`src/rtl/cpu7_ifu_fetch_queue.sv`:
```
// cpu7_ifu_fetch_queue
//   Instruction fetch front end: fetch-PC generator, tracker for fetches that
//   have been issued but not yet returned, and a circular instruction queue
//   feeding the decoder. Several fetches can be in flight while decode stalls.
//
// Optional feature macro: CPU7_IFU_FQ_BYPASS_EN
//   Defined   - a kept response that arrives while the queue is empty is shown
//               to decode in the same cycle; it is only written into the queue
//               when decode is stalling.
//   Undefined - every response passes through the queue (one cycle latency).
//
// Ports:
//   clock, reset          single clock, synchronous active-high reset
//   pc_init               fetch PC loaded while reset is high
//   inst_req/inst_addr    fetch request and its address (registered fetch PC)
//   inst_addr_ok          request accepted by the memory side this cycle
//   inst_valid_f          in-order fetch response with rdata / ex / exccode
//   inst_cancel           one-cycle pulse in every redirect cycle
//   br_*, exu_ifu_*       branch / exception / ertn redirects, decode stall
//   fdp_dec_*             head-of-queue instruction presented to decode
module cpu7_ifu_fetch_queue #(
  parameter int DEPTH     = 4,
  parameter int MAX_OUTST = 2,
  parameter int AW        = 32
) (
  input  logic          clock,
  input  logic          reset,
  input  logic [AW-1:0] pc_init,
  output logic          inst_req,
  output logic [AW-1:0] inst_addr,
  input  logic          inst_addr_ok,
  input  logic          inst_valid_f,
  input  logic [31:0]   inst_rdata_f,
  input  logic          inst_ex,
  input  logic [5:0]    inst_exccode,
  output logic          inst_cancel,
  input  logic          br_taken,
  input  logic [AW-1:0] br_target,
  input  logic          exu_ifu_except,
  input  logic [AW-1:0] exu_ifu_eentry,
  input  logic          exu_ifu_ertn_e,
  input  logic [AW-1:0] exu_ifu_era,
  input  logic          exu_ifu_stall_req,
  output logic          fdp_dec_valid,
  output logic [31:0]   fdp_dec_inst,
  output logic [AW-1:0] fdp_dec_pc,
  output logic          fdp_dec_ex,
  output logic [5:0]    fdp_dec_exccode
);

  localparam int QW = $clog2(DEPTH);
  localparam int PW = (MAX_OUTST > 1) ? $clog2(MAX_OUTST) : 1;
  localparam int OW = $clog2(MAX_OUTST + 1);
  localparam logic [OW-1:0] MaxOutst = OW'(MAX_OUTST);
  localparam logic [QW+1:0] DepthW   = (QW + 2)'(DEPTH);
  localparam logic [PW-1:0] PendLast = PW'(MAX_OUTST - 1);

  typedef struct packed {
    logic [AW-1:0] pc;
    logic [31:0]   inst;
    logic          ex;
    logic [5:0]    code;
  } entry_t;

  logic [AW-1:0] fetchPc_q, fetchPc_d;
  logic [OW-1:0] outst_q, outst_d;
  logic [OW-1:0] discard_q, discard_d;
  logic [QW:0]   count_q, count_d;
  logic [QW-1:0] rdPtr_q, rdPtr_d;
  logic [QW-1:0] wrPtr_q, wrPtr_d;
  logic [PW-1:0] pendRd_q, pendRd_d;
  logic [PW-1:0] pendWr_q, pendWr_d;
  logic [AW-1:0] pend_q [MAX_OUTST];
  entry_t        queue_q [DEPTH];

  logic          redirect;
  logic [AW-1:0] redirectTarget;
  logic [QW+1:0] occupancy;
  logic          accept;
  logic          respFire;
  logic          respKeep;
  logic          bypassHit;
  logic          decValid;
  logic          push;
  logic          pop;
  entry_t        respEntry;
  entry_t        headEntry;

  assign redirect = exu_ifu_except | exu_ifu_ertn_e | br_taken;

  // Exception outranks ertn, which outranks a branch.
  always_comb begin
    redirectTarget = br_target;
    if (exu_ifu_except) begin
      redirectTarget = exu_ifu_eentry;
    end else if (exu_ifu_ertn_e) begin
      redirectTarget = exu_ifu_era;
    end
  end

  // Outstanding fetches already own a queue slot, so a response can never
  // arrive to a full queue.
  assign occupancy   = {1'b0, count_q} + (QW + 2)'(outst_q);
  assign inst_req    = ~reset & ~redirect & (outst_q < MaxOutst) & (occupancy < DepthW);
  assign inst_addr   = fetchPc_q;
  assign inst_cancel = ~reset & redirect;
  assign accept      = inst_req & inst_addr_ok;

  // A response with nothing outstanding is ignored rather than underflowing.
  assign respFire  = ~reset & inst_valid_f & (outst_q != '0);
  assign respKeep  = respFire & ~redirect & (discard_q == '0);
  assign respEntry = '{pc: pend_q[pendRd_q], inst: inst_rdata_f, ex: inst_ex, code: inst_exccode};

`ifdef CPU7_IFU_FQ_BYPASS_EN
  assign bypassHit = respKeep & (count_q == '0);
`else
  assign bypassHit = 1'b0;
`endif

  assign decValid  = ~reset & ~redirect & ((count_q != '0) | bypassHit);
  assign headEntry = bypassHit ? respEntry : queue_q[rdPtr_q];
  assign pop       = decValid & ~exu_ifu_stall_req & ~bypassHit;
  assign push      = respKeep & ~(bypassHit & ~exu_ifu_stall_req);

  // Data outputs are forced to zero whenever nothing valid is presented.
  assign fdp_dec_valid   = decValid;
  assign fdp_dec_inst    = decValid ? headEntry.inst : '0;
  assign fdp_dec_pc      = decValid ? headEntry.pc   : '0;
  assign fdp_dec_ex      = decValid ? headEntry.ex   : 1'b0;
  assign fdp_dec_exccode = decValid ? headEntry.code : '0;

  // Next-state for PC, counters and pointers. A redirect flushes the queue and
  // marks every fetch still in flight after this cycle's response as stale.
  always_comb begin
    fetchPc_d = fetchPc_q;
    if (redirect) begin
      fetchPc_d = redirectTarget;
    end else if (accept) begin
      fetchPc_d = fetchPc_q + AW'(4);
    end

    outst_d  = outst_q + OW'(accept) - OW'(respFire);
    pendWr_d = pendWr_q;
    pendRd_d = pendRd_q;
    if (accept) begin
      pendWr_d = (pendWr_q == PendLast) ? '0 : pendWr_q + PW'(1);
    end
    if (respFire) begin
      pendRd_d = (pendRd_q == PendLast) ? '0 : pendRd_q + PW'(1);
    end

    discard_d = discard_q;
    count_d   = count_q;
    rdPtr_d   = rdPtr_q;
    wrPtr_d   = wrPtr_q;
    if (redirect) begin
      discard_d = outst_q - OW'(respFire);
      count_d   = '0;
      rdPtr_d   = '0;
      wrPtr_d   = '0;
    end else begin
      if (respFire && (discard_q != '0)) begin
        discard_d = discard_q - OW'(1);
      end
      count_d = count_q + (QW + 1)'(push) - (QW + 1)'(pop);
      rdPtr_d = rdPtr_q + QW'(pop);
      wrPtr_d = wrPtr_q + QW'(push);
    end
  end

  // Control state; reset discards queue contents and in-flight tracking.
  always_ff @(posedge clock) begin
    if (reset) begin
      fetchPc_q <= pc_init;
      outst_q   <= '0;
      discard_q <= '0;
      count_q   <= '0;
      rdPtr_q   <= '0;
      wrPtr_q   <= '0;
      pendRd_q  <= '0;
      pendWr_q  <= '0;
    end else begin
      fetchPc_q <= fetchPc_d;
      outst_q   <= outst_d;
      discard_q <= discard_d;
      count_q   <= count_d;
      rdPtr_q   <= rdPtr_d;
      wrPtr_q   <= wrPtr_d;
      pendRd_q  <= pendRd_d;
      pendWr_q  <= pendWr_d;
    end
  end

  // Storage arrays need no reset: the pointers and counts qualify every read.
  always_ff @(posedge clock) begin
    if (accept) begin
      pend_q[pendWr_q] <= inst_addr;
    end
    if (push) begin
      queue_q[wrPtr_q] <= respEntry;
    end
  end

endmodule

```
`config.mk`:
```
export PLATFORM = sky130hd
export DESIGN_NAME = cpu7_ifu_fetch_queue
export DESIGN_NICKNAME = d
export VERILOG_FILES = /design/src/rtl/cpu7_ifu_fetch_queue.sv
export SDC_FILE = /design/constraint.sdc
export NUM_CORES = 1
export LEC_CHECK = 0
export ABC_AREA = 1
export CELL_PAD_IN_SITES_DETAIL_PLACEMENT = 1
export CELL_PAD_IN_SITES_GLOBAL_PLACEMENT = 2
export CORE_MARGIN = 2
export CORE_UTILIZATION = 38
export CTS_CLUSTER_DIAMETER = 30
export DETAILED_ROUTE_END_ITERATION = 7
export GPL_TIMING_DRIVEN = 0
export PLACE_DENSITY_LB_ADDON = 0.1
export SYNTH_ARGS = -nofsm -noshare
export SYNTH_HDL_FRONTEND = slang
export SYNTH_SLANG_ARGS = --single-unit
```
`constraint.sdc`:
```
create_clock -name clock -period 19.1 [get_ports clock]
set_input_delay 2.865 -clock clock [delete_from_list [all_inputs] [get_ports clock]]
set_output_delay 2.865 -clock clock [all_outputs]
set_load 0.1 [all_outputs]
```
==> results.py, run 1 <==
metrics = {
    "clock_network": {
        "ctsRootBufferMaster": "clkbuf_16",
        "cts_made_buffers": 82,
        "ctsHtreeMaxLevel": 3,
        "cts.sinks": 394,
        "clk_latency_ps": 590,
        "ctsResizeCount": 0,
        "clock_path_buffers": 3,
        "cts.reportedPaths.clkPinSlew_ps": 40,
        "cts_tree": "built",
        "cts_setup_buffers": 0,
        "holdBufCountCts": 0,
    },
    "place": {
        "dp_hpwl_mm": 36.36,
        "io_buffer_count": 279,
        "place_inst": 2414,
        "routabilityCongestion": 0.7741,
        "placed_cell_area_mm2": 0.02089,
    },
    "logic_synthesis": {
        "syn_area_mm2": 0.01706,
        "synthTopCellsByArea": "edfxtp_1 (67%), nand2_1 (5.7%), nor2_1 (5.5%), o21ai_0 (4.7%), inv_1 (2.8%)",
        "synthMostInstantiatedCell": "edfxtp_1",
        "synth_warnings": 0,
        "ys_async_sr_fraction": 0,
        "synthCells": 1523,
        "synth_cell_types": 36,
        "yosys.area.top_type_share": 0.6687,
        "ys.flop_type": "edfxtp_1",
        "synth_seq_cells": 394,
        "synth_area_per_cell_um2": 11.20,
        "synthTopCellsByCount": "edfxtp_1 (380), nand2_1 (260), nor2_1 (248), o21ai_0 (160), inv_1 (127)",
        "syn_nets": 1707,
        "synth.yosys.seq_area_share": 0.6851,
        "synth.largest_area_cell": "edfxtp_1",
        "synth_enable_flop_cells": 380,
    },
    "grt": {
        "grt_max_degree": 33,
        "track_usage": 0.2259,
        "grt_pass1_vias": 13999,
        "grt_pass1_wl_mm": 80.46,
        "antenna_found_initial": 0,
        "grt_overflow": 0,
    },
    "sta": {
        "worst_pin_slew_ps": 1259,
        "setup_viol": 0,
        "relSlewSlack": 0.1597,
        "hold_viol_final": 0,
        "fin_skew_ps": 21.30,
        "tns_ps": 0,
        "fin_hold_ws_ps": 485.8,
        "final_max_slew_viol_count": 0,
        "min_period_ps": 8736,
        "fin_crit_sh": 0.4574,
        "fmax_mhz": 114.5,
        "rsz0062_at_grt": "false",
    },
    "hold_path": {
        "worstHoldStart": "discard_q[1]",
        "hold_end": "discard_q[1]",
        "hold_class": "flip-flop to flip-flop",
        "min_path_cells": 2,
    },
    "detailed_routing": {
        "vias_per_cell": 5.003,
        "avgRoutedWirePerCell_um": 20.42,
        "drtIter0Drc": 713,
        "drc_errors": 0,
        "vias": 12833,
        "routed_wl_mm": 52.37,
        "firstDrtPassIters": 5,
        "ant_nets": 0,
    },
    "critical_path": {
        "worstPathArrival_ps": 5870,
        "cp-end-kind": "primary output",
        "worstPathMaxFanout": 10,
        "crit_type": "input pin to primary output",
        "rr_endpoint": "queue_q[0][1]",
        "r2r-start": "outst_q[1]",
        "crit_required_ps": 16230,
        "reg2reg_depth": 8,
        "r2r_slack_ps": 15940,
        "timing.critical_path.from_type": "input pin",
    },
    "final_layout": {
        "fin_cells": 2565,
        "antenna_cells": 0,
        "drive_gt1_frac": 0.1221,
        "syn2layout_area_growth_pct": 38.54,
        "nNetsFinal": 2090,
        "fin_area_mm2": 0.02364,
    },
    "power_and_ir_drop": {
        "p_per_area_mw_per_mm2": 107.4,
        "vdd_ir_drop_max_mv": 0.06124,
        "p_leak_nw": 8.937,
    },
    "die": {
        "fp.dieW_um": 215.9,
        "dieArea_mm2": 0.04662,
        "die_h_um": 215.9,
        "initial_utilization": 0.3850,
        "rows": 77,
        "ioPinCount": 281,
        "core-area_mm2": 0.04432,
    },
    "run_status": {
        "status": "finished, final reports clean",
    },
    "run": {
        "maxCapViolCount": 0,
    },
}
==> worst max-delay path by stage <==
stage	start	end	slack, ps	cells past startpoint
5_1_grt	reset	fdp_dec_pc[12]	10180	9
3_5_place_dp	reset	fdp_dec_pc[15]	10330	9
6_report	reset	fdp_dec_pc[15]	10360	9
4_1_cts	reset	fdp_dec_pc[15]	10330	9
2_1_floorplan	exu_ifu_ertn_e	queue_q[1][0]	10220	6
3_3_place_gp	reset	queue_q[3][2]	5100	5
==> per-layer routing <==
metal	vias to the layer above	wire length, µm	GRT usage
met5	-	0	0
met4	0	1204	0.07717
met1	6281	21000	0.2591
met3	74	3233	0.05426
met2	375	26930	0.4111
li1	6103	-	-
==> critical path, cell delays in order <==
cell             delay, ps
clkdlybuf4s50_1        420
inv_1                  230
nand4_4                310
nor2_2                 180
buf_4                  250
buf_4                  220
nand2_1                 80
inv_1                  130
clkdlybuf4s50_1       1160
==> sequential cells by signal (all words and copies together), names as in the netlist, named ones only <==
register   cells
wrPtr_q        2
count_q        3
queue_q      284
pend_q        64
outst_q        2
rdPtr_q        2
pendWr_q       1
discard_q      2
inst_addr     32
pendRd_q       1
==> area by class of cell <==
class	instances	area, µm²
Fill cell	4725	20680
Multi-Input combinational cell	919	4534
Timing Repair Buffer	299	3053
Clock buffer	91	2148
Inverter	129	486.7
Clock inverter	60	599.3
Tap cell	592	740.7
Sequential cell	394	11690
Buffer	81	386.6
==> cell usage in the layout (no fill, tap or decap), types with 4 or more instances in the layout <==
cell,Yosys,routed
xnor2_1,5,5
buf_2,21,21
clkbuf_1,43,48
nand2_1,260,259
edfxtp_1,380,380
nor2_2,5,5
nand3_1,70,70
a21oi_1,6,6
buf_6,1,13
clkdlybuf4s50_1,0,279
o22ai_1,71,71
bufinv_16,0,8
buf_4,13,15
buf_12,0,4
inv_1,127,127
ha_1,8,8
clkinv_4,0,8
nor2_4,2,5
o211ai_1,8,8
clkinv_2,0,11
clkinv_1,0,12
nor2_1,248,245
clkinvlp_4,0,14
dfxtp_1,14,14
mux2_2,31,31
inv_6,0,4
o21ai_0,160,160
a22oi_1,23,23
xor2_1,5,5
clkbuf_16,0,84
==> power breakdown <==
group          switching (mW)  internal [mW]
logic                   0.109         0.0626
registers              0.0178          0.962
clock network           0.468          0.919
total                   0.595           1.94
==> kinds of logic (layout without fill, tap and decap cells) <==
group                      Yosys count  in the layout  synth area share
and+or+nand+nor                    595            595            0.1401
buffers and inverters              210            660           0.05118
muxes                               32             32           0.02112
adders and majority gates            9              9          0.007039
AOI/OAI and AO/OA                  273            273           0.09034
xor gates and xnor gates            10             10          0.005132
DFF                                394            394            0.6851
==> stage by stage <==
stage / power (mW) / utilization / worst slack [ps]
5_1_grt: 2.613 / 0.5334 / 10180
4_1_cts: 2.563 / 0.5334 / 10330
6_report: 2.539 / 0.5334 / 10360
3_5_place_dp: 1.169 / 0.4714 / 10330
2_1_floorplan: 1.088 / - / 10220
3_3_place_gp: 1.166 / 0.4648 / 5096
Note: power is estimated with default switching activity, not from simulation.
==> inputs of run 2 (changes only) <==
- CORE_UTILIZATION: 38 -> 35
- clock period: 19.1 -> 9 ns (I/O delays scaled with it)
==> run 2 against run 1 <==
  * Non-clock buffer count rose by 4
  * Sequential cell count did not move
  * Largest power group unchanged
  * Clock power rose by 130%
  * Worst hold slack got worse by 3.4 ps
  * Worst setup slack got worse by 7100 ps
  * Sequential power rose by 110%
==> results.py, run 2 (synthesized netlist as in run 1, its figures left out) <==
metrics = {
    "sta": {
        "fin_crit_sh": 0.6408,
        "setup_ws_ps": 3233,
        "rsz0062_at_grt": "false",
        "min_period_ps": 5767,
        "fin_skew_ps": 19.79,
        "fin_hold_ws_ps": 482.4,
        "final_max_slew_viol_count": 0,
        "setup_viol": 0,
        "worst_pin_slew_ps": 1092,
        "fmax_mhz": 173.4,
        "relSlewSlack": 0.2697,
        "hold_viol_final": 0,
    },
    "clock_network": {
        "ctsRootBufferMaster": "clkbuf_16",
        "ctsResizeCount": 0,
        "cts_tree": "built",
        "cts.sinks": 394,
        "ctsHtreeMaxLevel": 3,
        "cts_made_buffers": 88,
        "holdBufCountCts": 0,
        "clk_latency_ps": 590,
        "clock_path_buffers": 3,
        "cts_setup_buffers": 0,
        "cts.reportedPaths.clkPinSlew_ps": 50,
    },
    "power_and_ir_drop": {
        "p_leak_nw": 9.162,
        "vdd_ir_drop_max_mv": 0.1153,
        "fin_total_pwr_mw": 5.694,
        "p_per_area_mw_per_mm2": 236.6,
    },
    "grt": {
        "grt_overflow": 0,
        "grt_pass1_wl_mm": 80.50,
        "grt_pass1_vias": 14018,
        "antenna_found_initial": 0,
        "track_usage": 0.2112,
        "grt_max_degree": 33,
    },
    "place": {
        "dp_hpwl_mm": 36.74,
        "io_buffer_count": 279,
        "post-place-ws_ps": 3190,
        "routabilityCongestion": 0.8072,
    },
    "detailed_routing": {
        "avgRoutedWirePerCell_um": 20.32,
        "ant_nets": 0,
        "drc_errors": 0,
        "vias": 12862,
        "drtIter0Drc": 625,
        "routed_wl_mm": 52.89,
        "firstDrtPassIters": 5,
        "vias_per_cell": 4.941,
    },
    "die": {
        "fp.dieW_um": 224.8,
        "rows": 80,
        "initial_utilization": 0.3559,
        "ioPinCount": 281,
        "die_h_um": 224.8,
        "dieArea_mm2": 0.05054,
        "core-area_mm2": 0.04795,
    },
    "hold_path": {
        "min_path_cells": 2,
        "hold_class": "flip-flop to flip-flop",
        "worstHoldStart": "discard_q[1]",
        "hold_end": "discard_q[1]",
    },
    "final_layout": {
        "mostFrequentLayoutCell": "edfxtp_1",
        "drive_gt1_frac": 0.1313,
        "regArea_mm2": 0.01169,
        "largest_reg_flops": 284,
        "nNetsFinal": 2100,
        "n_fill_cell": 5040,
        "syn2layout_area_growth_pct": 41.05,
        "multi_input_area_mm2": 0.004532,
        "top_register": "queue_q",
        "antenna_cells": 0,
        "layout_common_cells": "edfxtp_1 (380), clkdlybuf4s50_1 (279), nand2_1 (260)",
    },
    "run": {
        "maxCapViolCount": 0,
    },
    "critical_path": {
        "r2r_slack_ps": 5900,
        "rr_endpoint": "queue_q[2][34]",
        "crit_required_ps": 7650,
        "worstPathMaxFanout": 10,
        "cp-end-kind": "primary output",
        "crit_start": "reset",
        "reg2reg_depth": 9,
        "r2r-start": "outst_q[0]",
        "worstPathArrival_ps": 4420,
        "timing.critical_path.from_type": "input pin",
        "crit_type": "input pin to primary output",
    },
    "run_status": {
        "status": "finished, final reports clean",
    },
}
[run 2: critical path, cell delays in order]
cell and delay, ps:
clkdlybuf4s50_1 450, inv_1 250, nand4_4 320, nor2_2 200, buf_4 250, buf_4 220, nand2_1 90, inv_1 60
clkdlybuf4s50_1 1200
[run 2: layout make-up]
class | instances | share of cell area
plain buffers | 81 | 0.01606
clock buffers | 97 | 0.09461
clock inverters | 65 | 0.03140
inverters | 129 | 0.02022
multi-input cells | 919 | 0.1883
flip-flops and latches | 394 | 0.4857
well taps | 615 | 0.03197
repair buffers | 303 | 0.1317
[run 2: routing by layer]
layer  vias up  GRT usage  routed length, µm
met2       366     0.3811              27160
met5         -          0                  0
met1      6263     0.2432              21180
li1       6143          -                  -
met4         0    0.07947               1374
met3        90    0.04807               3166
[run 2: per-stage QoR]
step           area [µm²]  cells    util  setup TNS [ps]
6_report            24070   2603  0.5020               0
5_1_grt             24070   2603  0.5020               0
4_1_cts             24040   2602  0.5014               0
3_5_place_dp        21010   2440  0.4382               0
3_3_place_gp        20630   2417  0.4302         -467010
2_1_floorplan       17060   1523       -               0
[run 2: worst max-delay path by stage]
| stage | to | slack [ps] | cells past startpoint |
|---|---|---|---|
| 2_1_floorplan | queue_q[1][0] | 1640 | 6 |
| 6_report | fdp_dec_pc[13] | 3230 | 9 |
| 3_5_place_dp | fdp_dec_pc[15] | 3190 | 9 |
| 4_1_cts | fdp_dec_pc[15] | 3170 | 9 |
| 3_3_place_gp | queue_q[3][34] | -3390 | 5 |
| 5_1_grt | fdp_dec_pc[15] | 3100 | 9 |
[run 2: where the power goes]
group	internal, mW	switching [mW]	total (mW)
sequential	2.04	0.0364	2.08
clock	2.23	1.02	3.25
combinational	0.134	0.232	0.365
==> inputs of run 3 (changes only) <==
- CORE_UTILIZATION: 35 -> 32
- clock period: 9 -> 4.8 ns (I/O delays scaled with it)
==> run 3 against run 2 <==
  * Register-to-register slack worse by 3900 ps
  * Critical endpoint is now fdp_dec_pc[11]
  * Sequential cell count unchanged
  * Highest routed layer unchanged
  * Largest cell class unchanged
  * Cell count up 3.4%
==> results.py, run 3 (synthesized netlist as in run 1, its figures left out) <==
metrics = {
    "power_and_ir_drop": {
        "p_switching_mw": 2.481,
        "p_leak_nw": 9.265,
        "vdd_ir_drop_max_mv": 0.2305,
        "power_frac_seq": 0.349,
        "switching_share": 0.2218,
        "fin_total_pwr_mw": 11.18,
        "p_int_mw": 8.703,
        "clockPowerShare": 0.590,
        "p_per_area_mw_per_mm2": 457.6,
        "pwr-share-comb": 0.061,
    },
    "critical_path": {
        "worstPathArrival_ps": 3820,
        "worstPathMaxFanout": 10,
        "crit_type": "input pin to primary output",
        "cp-end-kind": "primary output",
        "crit_start": "reset",
        "timing.critical_path.from_type": "input pin",
        "r2r-start": "count_q[1]",
        "crit_required_ps": 4080,
    },
    "detailed_routing": {
        "vias": 12794,
        "drc_errors": 0,
        "drtIter0Drc": 539,
        "vias_per_cell": 4.754,
        "firstDrtPassIters": 4,
        "avgRoutedWirePerCell_um": 19.71,
        "ant_nets": 0,
        "routed_wl_mm": 53.05,
    },
    "die": {
        "initial_utilization": 0.3241,
        "ioPinCount": 281,
        "fp.dieW_um": 234.9,
        "dieArea_mm2": 0.05519,
        "core-area_mm2": 0.05266,
        "die_h_um": 234.9,
        "rows": 84,
    },
    "clock_network": {
        "ctsRootBufferMaster": "clkbuf_16",
        "clk_latency_ps": 610,
        "ctsHtreeMaxLevel": 3,
        "cts_made_buffers": 95,
        "cts.sinks": 394,
        "ctsResizeCount": 0,
        "cts_tree": "built",
        "holdBufCountCts": 0,
        "cts_setup_buffers": 0,
        "cts.reportedPaths.clkPinSlew_ps": 50,
        "clock_path_buffers": 3,
    },
    "hold_path": {
        "worstHoldStart": "inst_addr[1]",
        "hold_class": "flip-flop to flip-flop",
    },
    "sta": {
        "relSlewSlack": 0.2571,
        "setup_viol": 0,
        "min_period_ps": 4539,
        "worst_pin_slew_ps": 1111,
        "hold_viol_final": 0,
        "fin_crit_sh": 0.9456,
        "fin_skew_ps": 16.11,
        "final_max_slew_viol_count": 0,
        "rsz0062_at_grt": "false",
        "fmax_mhz": 220.3,
    },
    "run": {
        "maxCapViolCount": 0,
    },
    "final_layout": {
        "top_register": "queue_q",
        "drive_gt1_frac": 0.1308,
        "largest_reg_flops": 284,
        "n_fill_cell": 5638,
        "mostFrequentLayoutCell": "edfxtp_1",
        "nNetsFinal": 2108,
        "layout_common_cells": "edfxtp_1 (380), clkdlybuf4s50_1 (279), nand2_1 (259)",
        "fin_util": 0.4642,
        "antenna_cells": 0,
        "syn2layout_area_growth_pct": 43.23,
    },
    "grt": {
        "grt_pass1_wl_mm": 81.52,
        "track_usage": 0.1923,
        "antenna_found_initial": 0,
        "grt_pass1_vias": 14076,
        "grt_overflow": 0,
        "grt_max_degree": 33,
    },
    "place": {
        "routabilityCongestion": 0.7890,
        "io_buffer_count": 279,
        "dp_hpwl_mm": 37.76,
    },
    "run_status": {
        "status": "finished, final reports clean",
    },
}
## run 3: layout make-up
| class | count | area, µm² | share of cell area |
|---|---|---|---|
| Buffer | 81 | 386.6 | 0.01582 |
| Multi-Input combinational cell | 919 | 4534 | 0.1855 |
| Inverter | 129 | 486.7 | 0.01991 |
| Clock buffer | 114 | 2511 | 0.1027 |
| Tap cell | 688 | 860.8 | 0.03522 |
| Timing Repair Buffer | 304 | 3148 | 0.1288 |
| Clock inverter | 62 | 822.0 | 0.03363 |
| Sequential cell | 394 | 11690 | 0.4783 |
## run 3: worst max-delay path, stage by stage
cell,delay (ps)
clkdlybuf4s50_1,450
inv_1,250
nand4_4,310
nor2_2,190
buf_4,250
buf_4,230
nand2_1,80
inv_1,150
clkdlybuf4s50_1,1160
## run 3: power groups by stage
stage          registers [mW]  logic (mW)  clock network, mW
2_1_floorplan            4.16       0.173                  0
3_3_place_gp             3.96       0.683                  0
3_5_place_dp             3.96       0.691                  0
4_1_cts                  3.91       0.694               6.71
5_1_grt                  3.91       0.733               6.90
6_report                 3.90       0.683               6.60
## run 3: path summary, 6_finish.rpt
check	cells after the start	endpoint	slack (ps)
worst max-delay path	9	fdp_dec_pc[11]	260
worst min-delay path	0	pend_q[1][1]	480
worst max register to register	13	count_q[2]	1990
worst min register to register	0	pend_q[1][1]	480
## run 3: routing by layer
metal / vias to the layer above / global-route usage / routed length [µm]
li1: 6148 / - / -
met4: 0 / 0.06847 / 1153
met5: - / 0 / 0
met2: 340 / 0.3439 / 27250
met3: 69 / 0.05087 / 3107
met1: 6237 / 0.2205 / 21530
## run 3: metrics by stage
stage	hold WS, ps	instances	cell area (µm²)	setup slack, ps	setup TNS [ps]
after detailed placement	478.6	2514	21090	209.4	0
after global placement	466.5	2490	20720	-7367	-1230860
final	481.3	2691	24440	261.2	0
after floorplan	455.0	1523	17070	-1932	-274300
after CTS	487.7	2690	24420	166.2	0
after global routing	505.1	2691	24440	130.5	0
